**src/rtl/prio_arbiter8_if.sv**
```systemverilog
// rtl/prio_arbiter8_if.sv - request/grant bundle between requesters and the arbiter
interface prio_arbiter8_if;
  logic       en;
  logic       mode;
  logic [7:0] req;
  logic [7:0] gnt;
  logic [2:0] gnt_idx;
  logic       busy;
  logic [6:0] HEX0;

  modport master (
    output en, mode, req,
    input  gnt, gnt_idx, busy, HEX0
  );

  modport slave (
    input  en, mode, req,
    output gnt, gnt_idx, busy, HEX0
  );
endinterface

```
**src/rtl/prio_arbiter8.sv**
```systemverilog
// rtl/prio_arbiter8.sv - eight-way grant controller, fixed-priority or round-robin with hold limit
module prio_arbiter8 #(
  parameter int MAX_HOLD = 15
) (
  input  logic            clk,
  input  logic            rst,
  prio_arbiter8_if.slave  bus
);

  typedef enum logic {IDLE, GRANT} state_t;

  localparam logic [7:0] HOLD_LAST = 8'(MAX_HOLD - 1);

  state_t     state_q, state_n;
  logic [7:0] gnt_q, gnt_n;
  logic [2:0] idx_q, idx_n;
  logic [2:0] ptr_q, ptr_n;
  logic [7:0] hold_q, hold_n;
  logic       busy_q;

  logic [7:0] others;
  logic [7:0] cand;
  logic [2:0] win;
  logic       found;
  logic [2:0] scan;

  function automatic logic [6:0] bcd7seg(input logic [3:0] d);
    case (d)
      4'd0:    bcd7seg = 7'b1000000;
      4'd1:    bcd7seg = 7'b1111001;
      4'd2:    bcd7seg = 7'b0100100;
      4'd3:    bcd7seg = 7'b0110000;
      4'd4:    bcd7seg = 7'b0011001;
      4'd5:    bcd7seg = 7'b0010010;
      4'd6:    bcd7seg = 7'b0000010;
      4'd7:    bcd7seg = 7'b1111000;
      4'd8:    bcd7seg = 7'b0000000;
      4'd9:    bcd7seg = 7'b0010000;
      default: bcd7seg = 7'b1111111;
    endcase
  endfunction

  // Forced release excludes the holder only when someone else is waiting.
  always_comb begin
    others = bus.req & ~gnt_q;
    cand   = bus.req;
    if (state_q == GRANT && others != 8'd0)
      cand = others;
  end

  always_comb begin
    win   = 3'd0;
    found = 1'b0;
    scan  = 3'd0;
    if (!bus.mode) begin
      for (int i = 0; i < 8; i++) begin
        if (cand[i]) begin
          win   = 3'(i);
          found = 1'b1;
        end
      end
    end else begin
      for (int k = 1; k <= 8; k++) begin
        scan = ptr_q + 3'(k);
        if (!found && cand[scan]) begin
          win   = scan;
          found = 1'b1;
        end
      end
    end
  end

  always_comb begin
    state_n = state_q;
    gnt_n   = gnt_q;
    idx_n   = idx_q;
    ptr_n   = ptr_q;
    hold_n  = hold_q;
    case (state_q)
      IDLE: begin
        gnt_n = 8'd0;
        if (bus.en && bus.req != 8'd0 && found) begin
          state_n = GRANT;
          gnt_n   = 8'd1 << win;
          idx_n   = win;
          ptr_n   = win;
          hold_n  = 8'd0;
        end
      end
      GRANT: begin
        if (!bus.en) begin
          state_n = IDLE;
          gnt_n   = 8'd0;
        end else if (!bus.req[idx_q] || hold_q == HOLD_LAST) begin
          if (bus.req != 8'd0 && found) begin
            gnt_n  = 8'd1 << win;
            idx_n  = win;
            ptr_n  = win;
            hold_n = 8'd0;
          end else begin
            state_n = IDLE;
            gnt_n   = 8'd0;
          end
        end else begin
          hold_n = hold_q + 8'd1;
        end
      end
      default: begin
        state_n = IDLE;
        gnt_n   = 8'd0;
      end
    endcase
  end

  always_ff @(posedge clk) begin
    if (rst) begin
      state_q <= IDLE;
      gnt_q   <= 8'd0;
      idx_q   <= 3'd0;
      ptr_q   <= 3'd7;
      hold_q  <= 8'd0;
      busy_q  <= 1'b0;
    end else begin
      state_q <= state_n;
      gnt_q   <= gnt_n;
      idx_q   <= idx_n;
      ptr_q   <= ptr_n;
      hold_q  <= hold_n;
      busy_q  <= |gnt_n;
    end
  end

  assign bus.gnt     = gnt_q;
  assign bus.gnt_idx = idx_q;
  assign bus.busy    = busy_q;
  assign bus.HEX0    = busy_q ? bcd7seg({1'b0, idx_q}) : 7'b1111111;

endmodule
```
**src/flat_wrapper.sv**
```systemverilog
// flat-port wrapper written by rule: the top's interface ports become plain ports
module prio_arbiter8_flat 
#(
  parameter int MAX_HOLD = 15
)
  (clk, rst, bus_en, bus_mode, bus_req, bus_gnt, bus_gnt_idx, bus_busy, bus_HEX0);
  prio_arbiter8_if bus_i ();
  input  logic clk;
  input  logic rst;
  input wire logic [$bits(bus_i.en)-1:0] bus_en;
  input wire logic [$bits(bus_i.mode)-1:0] bus_mode;
  input wire logic [$bits(bus_i.req)-1:0] bus_req;
  output wire logic [$bits(bus_i.gnt)-1:0] bus_gnt;
  output wire logic [$bits(bus_i.gnt_idx)-1:0] bus_gnt_idx;
  output wire logic [$bits(bus_i.busy)-1:0] bus_busy;
  output wire logic [$bits(bus_i.HEX0)-1:0] bus_HEX0;
  assign bus_i.en = bus_en;
  assign bus_i.mode = bus_mode;
  assign bus_i.req = bus_req;
  assign bus_gnt = bus_i.gnt;
  assign bus_gnt_idx = bus_i.gnt_idx;
  assign bus_busy = bus_i.busy;
  assign bus_HEX0 = bus_i.HEX0;
  prio_arbiter8 #(.MAX_HOLD(MAX_HOLD)) u_core (.clk(clk), .rst(rst), .bus(bus_i));
endmodule
```
**config.mk**
```make
export PLATFORM = sky130hd
export DESIGN_NAME = prio_arbiter8_flat
export DESIGN_NICKNAME = d
export VERILOG_FILES = /design/src/rtl/prio_arbiter8_if.sv /design/src/rtl/prio_arbiter8.sv /design/src/flat_wrapper.sv
export SDC_FILE = /design/constraint.sdc
export NUM_CORES = 1
export LEC_CHECK = 0
export ABC_AREA = 1
export ABC_CLOCK_PERIOD_IN_PS = 7000
export CAP_MARGIN = 20
export CORE_MARGIN = 4
export CORE_UTILIZATION = 39
export DETAILED_ROUTE_END_ITERATION = 10
export GPL_ROUTABILITY_DRIVEN = 0
export PLACE_DENSITY_LB_ADDON = 0.1
export SETUP_SLACK_MARGIN = 0.02
export SYNTH_ARGS = -nofsm -noshare
export SYNTH_HDL_FRONTEND = slang
export SYNTH_SLANG_ARGS = --single-unit
```
**constraint.sdc**
```tcl
create_clock -name clk -period 7 [get_ports clk]
set_clock_uncertainty 0.1 [all_clocks]
set_input_delay 1.05 -clock clk [delete_from_list [all_inputs] [get_ports clk]]
set_output_delay 1.05 -clock clk [all_outputs]
set_load 0.02 [all_outputs]
```
Word-level counts from Yosys, hierarchy flattened
Memories as Yosys holds them, arrays and structs flattened. A register that Yosys moved wholly into a read port is not among the register bits.
Cells that the tools add are included.
{"block": "classes", "n_reduce_logical": 25, "n_bitwise": 3, "order_cmp": 9, "n_eq_ne": 6, "shift": 1, "muxes": 82, "n_addsub": 8}
{"cell": "two-way mux 8 bit", "n": 9}
{"cell": "two-way mux 3 bit", "n": 19}
{"cell": "two-way mux 1 bit", "n": 38}
{"cell": "< comparator 3 x 4 -> 1 bit, second input constant", "n": 9}
{"cell": "one-hot mux 8 bit (2 select lines)", "n": 2}
{"cell": "binary-select mux 1 bit (select 3 bit)", "n": 9}
{"cell": "nonzero test 8 bit", "n": 2}
{"cell": "adder 3 bit, second input constant", "n": 4}
{"cell": "logical AND 1 bit", "n": 11}
{"cell": "adder 8 x 1 -> 8 bit, second input constant", "n": 1}
{"cell": "AND 8 bit", "n": 1}
{"cell": "equality test 8 x 4 -> 1 bit, second input constant", "n": 1}
{"cell": "logical NOT 1 bit", "n": 8}
{"cell": "NOT 8 bit", "n": 1}
{"cell": "OR reduction 8 bit", "n": 1}
{"cell": "<< shifter 1 x 3 -> 8 bit, first input constant", "n": 1}
{"cell": "two-way mux 7 bit", "n": 1}
{"cell": "adder 3 x 2 -> 3 bit, second input constant", "n": 2}
{"cell": "!= test 2 bit, second input constant", "n": 3}
{"cell": "one-hot mux 3 bit (2 select lines)", "n": 1}
{"cell": "two-way mux 2 bit", "n": 2}
{"cell": "AND reduction 4 bit", "n": 1}
{"cell": "adder 3 x 1 -> 3 bit, second input constant", "n": 1}
{"cell": "!= test 3 bit, second input constant", "n": 1}
{"cell": "other kinds (5)", "n": 5}
{"block": "word_totals", "n_memories": 1, "romBits": 56, "ff_bits": 24, "wordCells": 141, "inputBits": 12, "out_inout_bits": 19}
{"memory": "(name not given)", "depth": 8, "width": 7, "read_ports": 1, "rd_ports_with_merged_regs": 1, "write_ports": 0, "line": "prio_arbiter8.sv:28", "source": "case (d)"}

Depth between registers and ports, before layout
{"block": "depth", "depth_word": 44, "depth_mapped": 30, "mapped_depth_nobuf": 29}

Worst setup path after synthesis
OpenSTA, ideal clock, no wires.
{"block": "synth_path", "path_type": "input-to-reg", "start": "input bus_req[6]", "end": "register with a tool-made name", "t_arrival_ns": 3.547, "n_path_buf": 1, "stages": 24, "required_time_ns": 6.790, "slack_ns": 3.243, "setup_time_ns": 0.110, "path_cell_list": "nand2_1 nand2_1 nor2_2 nand2_4 nand2_4 buf_12 nand2_1 nand3_2 nand3_1 nand3_1 nand2_2 nor2_4 nand4_2 nor2_4 nand3_2 nand3b_4 nand2_4 nand3_1 o21ai_1 nor2_2 inv_1 ha_1 inv_1 nor2_1"}
{"element": "start, declared", "line": "flat_wrapper.sv:12", "source": "input wire logic [$bits(bus_i.req)-1:0] bus_req;"}

==> metrics.md <==
| Metric | Value |
|---|---|
| Drt drc | `0` |
| Num CTS Buffers | `5` |
| I/O Buffers | `30` |
| Hold Violations, Final | `0` |
| Worst path max stage delay | `0.59 ns` |
| Effective utilization at floorplan | `40.7%` |
| Worst-case clock buffer depth | `2` |
| Worst-path clk slew | `0.07 ns` |
| Nets@finish | `492` |
| CTS Hold Buffers Added | `0` |
| Postcts setup bufs | `0` |
| FILL cells | `722` |
| Main combinational cell family by area after synthesis | `simple AND/OR/NAND/NOR gates` |
| Router iterations before antenna repair | `5` |
| Routed WL | `7400 um` |
| Synth Area in Simple Gates | `52.8%` |
| Die footprint | `8590 um2` |
| First-pass GRT wire length | `12600 um` |
| ANT nets after route | `0` |
| Hold crit path type | `flip-flop to flip-flop` |
| Syn_nets | `464` |
| Setup slack, reg-to-reg | `2.63 ns` |
| Root buffer cell | `clkbuf_8` |
| Vias post-DR | `2797` |
| Setup violations, final | `0` |
| Post-Synth Adder-Cell Area | `4.03%` |
| Leakage | `0.00157 uW` |
| Largest area contributor in the netlist | `dfxtp_1` |
| Row count | `30` |
| Commonest non-fill, non-tap cell in the layout | `nand2_1` |
| Power Total | `780 uW` |
| CP startpoint kind | `input port` |
| R2R depth | `19` |
| Synth Area per Inst | `6.31 um2` |
| First DRT Iteration DRCs | `120` |
| CTS sink count | `31` |
| Max-Cap Viols | `0` |
| Chip width | `92.7 um` |
| Post-synth design cell area | `2800 um2` |
| Outcome | `finished, final reports clean` |
| Peak supply drop | `179 uV` |
| Via-to-Cell Ratio | `4.92` |
| GRT overflow | `0` |
| Ports | `31` |
| Worst skew pair latency | `0.28 ns` |
| R2r startpoint | `u_core.ptr_q[0]` |
| TritonCTS clock tree | `done` |
| Seq/Total Area, Yosys | `22.2%` |
| CP Launch Point | `bus_req[3]` |
| Arrival @ worst endpoint | `4.59 ns` |
| Crit share post-route | `64.4%` |
| Most frequent cells in the layout | `nand2_1 (110), nand3_1 (79), inv_1 (59)` |
| Power density cells | `239 nW/um2` |
| Setup_tns | `0 ns` |
| Compound-Gate Fraction of Synth Area | `9.00%` |
| DP Area | `3150 um2` |
| Synth top area cells | `dfxtp_1 (22%), nand2_1 (15%), nand3_1 (14%)` |
| Max Freq | `222 MHz` |
| Netlist cell types | `43` |
| Critical Path RT | `7.08 ns` |
| #FFs+latches synth | `31` |
| Mux cell area share after synthesis | `0%` |
| Core Region | `6870 um2` |
| Tmin final | `4.51 ns` |
| Vias in the first global route | `2717` |
| Yosys warns | `0` |
| Ant diodes | `0` |
| Chip height | `92.7 um` |
| Slew Limit Fails | `0` |
| Detail Placement HPWL | `6010 um` |
| Post-CTS Resized | `0` |
| Crit path capture type | `flip-flop` |
| Critical path's slowest cell | `clkdlybuf4s50_1` |
| Critical Path Fanout Max | `12` |
| Worst-Margin Slew | `0.868 ns` |
| Initial antenna violation count | `0` |
| Finished Cell Area | `3260 um2` |
| Crit-path most repeated cell | `nand2_1` |
| Setup WS post-layout | `2.49 ns` |
| Layout area overhead | `16.6%` |
| Drt wl/cell | `13.0 um` |
| Hold Crit Depth | `2` |
| Final core utilization | `47.4%` |
| Total track usage | `18.0%` |
| Synth top area share | `22.2%` |
| RSZ-0062 raised after global routing | `false` |
| H-tree depth | `2` |
| Relative slew slack | `41.9%` |
| Cell count after synthesis | `443` |
| Largest net degree at the start of global routing | `20` |
| Layout cells sized above 1 | `14.4%` |
| Critical path class | `input port to flip-flop` |
| Setup Slack @ Placement | `2.21 ns` |
| Synth Area in XOR/XNOR | `0.940%` |
-- area by class of cell --
cell class	count	area (um2)	area share, %
multi-input combinational	338	1870	57.3
clock buffer	7	96.3	2.96
inverter	65	246	7.57
sequential	31	621	19.0
timing repair buffer	30	300	9.22
tap	96	120	3.69
clock inverter	1	7.51	0.230
-- worst max-delay path, delay by kind of cell --
kind / cells / cell delay, ns
buf+inv: 4 / 0.89
simple gates: 19 / 2.19
compound gates: 1 / 0.11
fa+ha+maj: 1 / 0.34
-- through the flow --
step,hold slack [ns],cells
after floorplan,0.379,443
after global placement,0.401,560
after detailed placement,0.406,560
after CTS,0.416,568
after global routing,0.443,568
final,0.412,568
-- where the power goes --
part	switching (uW)	internal, uW
Clock	66.2	89.3
Combinational	260	144
Sequential	24.9	195
Total	351	429
-- layer usage --
layer / track usage [%] / share of wire, % / vias to the layer above
met1: 22.1 / 46 / 1225
met3: 2.19 / 2.9 / 15
li1: - / - / 1497
met2: 32.9 / 49 / 60
met4: 5.25 / 2.0 / 0
met5: 0 / 0 / -
-- Yosys cell counts, drive strengths merged --
cell and number:
clkinv 1, nor3b 4, nor4 1, or2 3
o211ai 1, nand3b 1, a31oi 2, nand4 10
dfxtp 31, o21ai 15, nor2 36, nand2 136
xor2 1, clkbuf 1, and3 1, a21oi 17
ha 9, nor3 6, o22ai 1, buf 8
xnor2 2, inv 64, a21boi 1, o21a 1
a211oi 2, nand3 87, a32oi 1
-- cells by family (layout without fill, tap and decap cells) --
kind of cell	Yosys count	count (layout)
simple gates	285	285
xor+xnor	3	3
buf+inv	74	103
fa+ha+maj	9	9
flops	31	31
compound gates	41	41
-- worst min path at each step --
stage | slack [ns] | endpoint | start
2_1_floorplan | 0.38 | u_core.hold_q[1] | u_core.hold_q[1]
3_3_place_gp | 0.40 | u_core.hold_q[1] | u_core.hold_q[1]
3_5_place_dp | 0.41 | u_core.hold_q[1] | u_core.hold_q[1]
4_1_cts | 0.42 | u_core.hold_q[1] | u_core.hold_q[1]
5_1_grt | 0.44 | u_core.hold_q[7] | u_core.hold_q[7]
6_report | 0.41 | u_core.hold_q[1] | u_core.hold_q[1]
No activity file was read; power rests on OpenSTA's default activity.
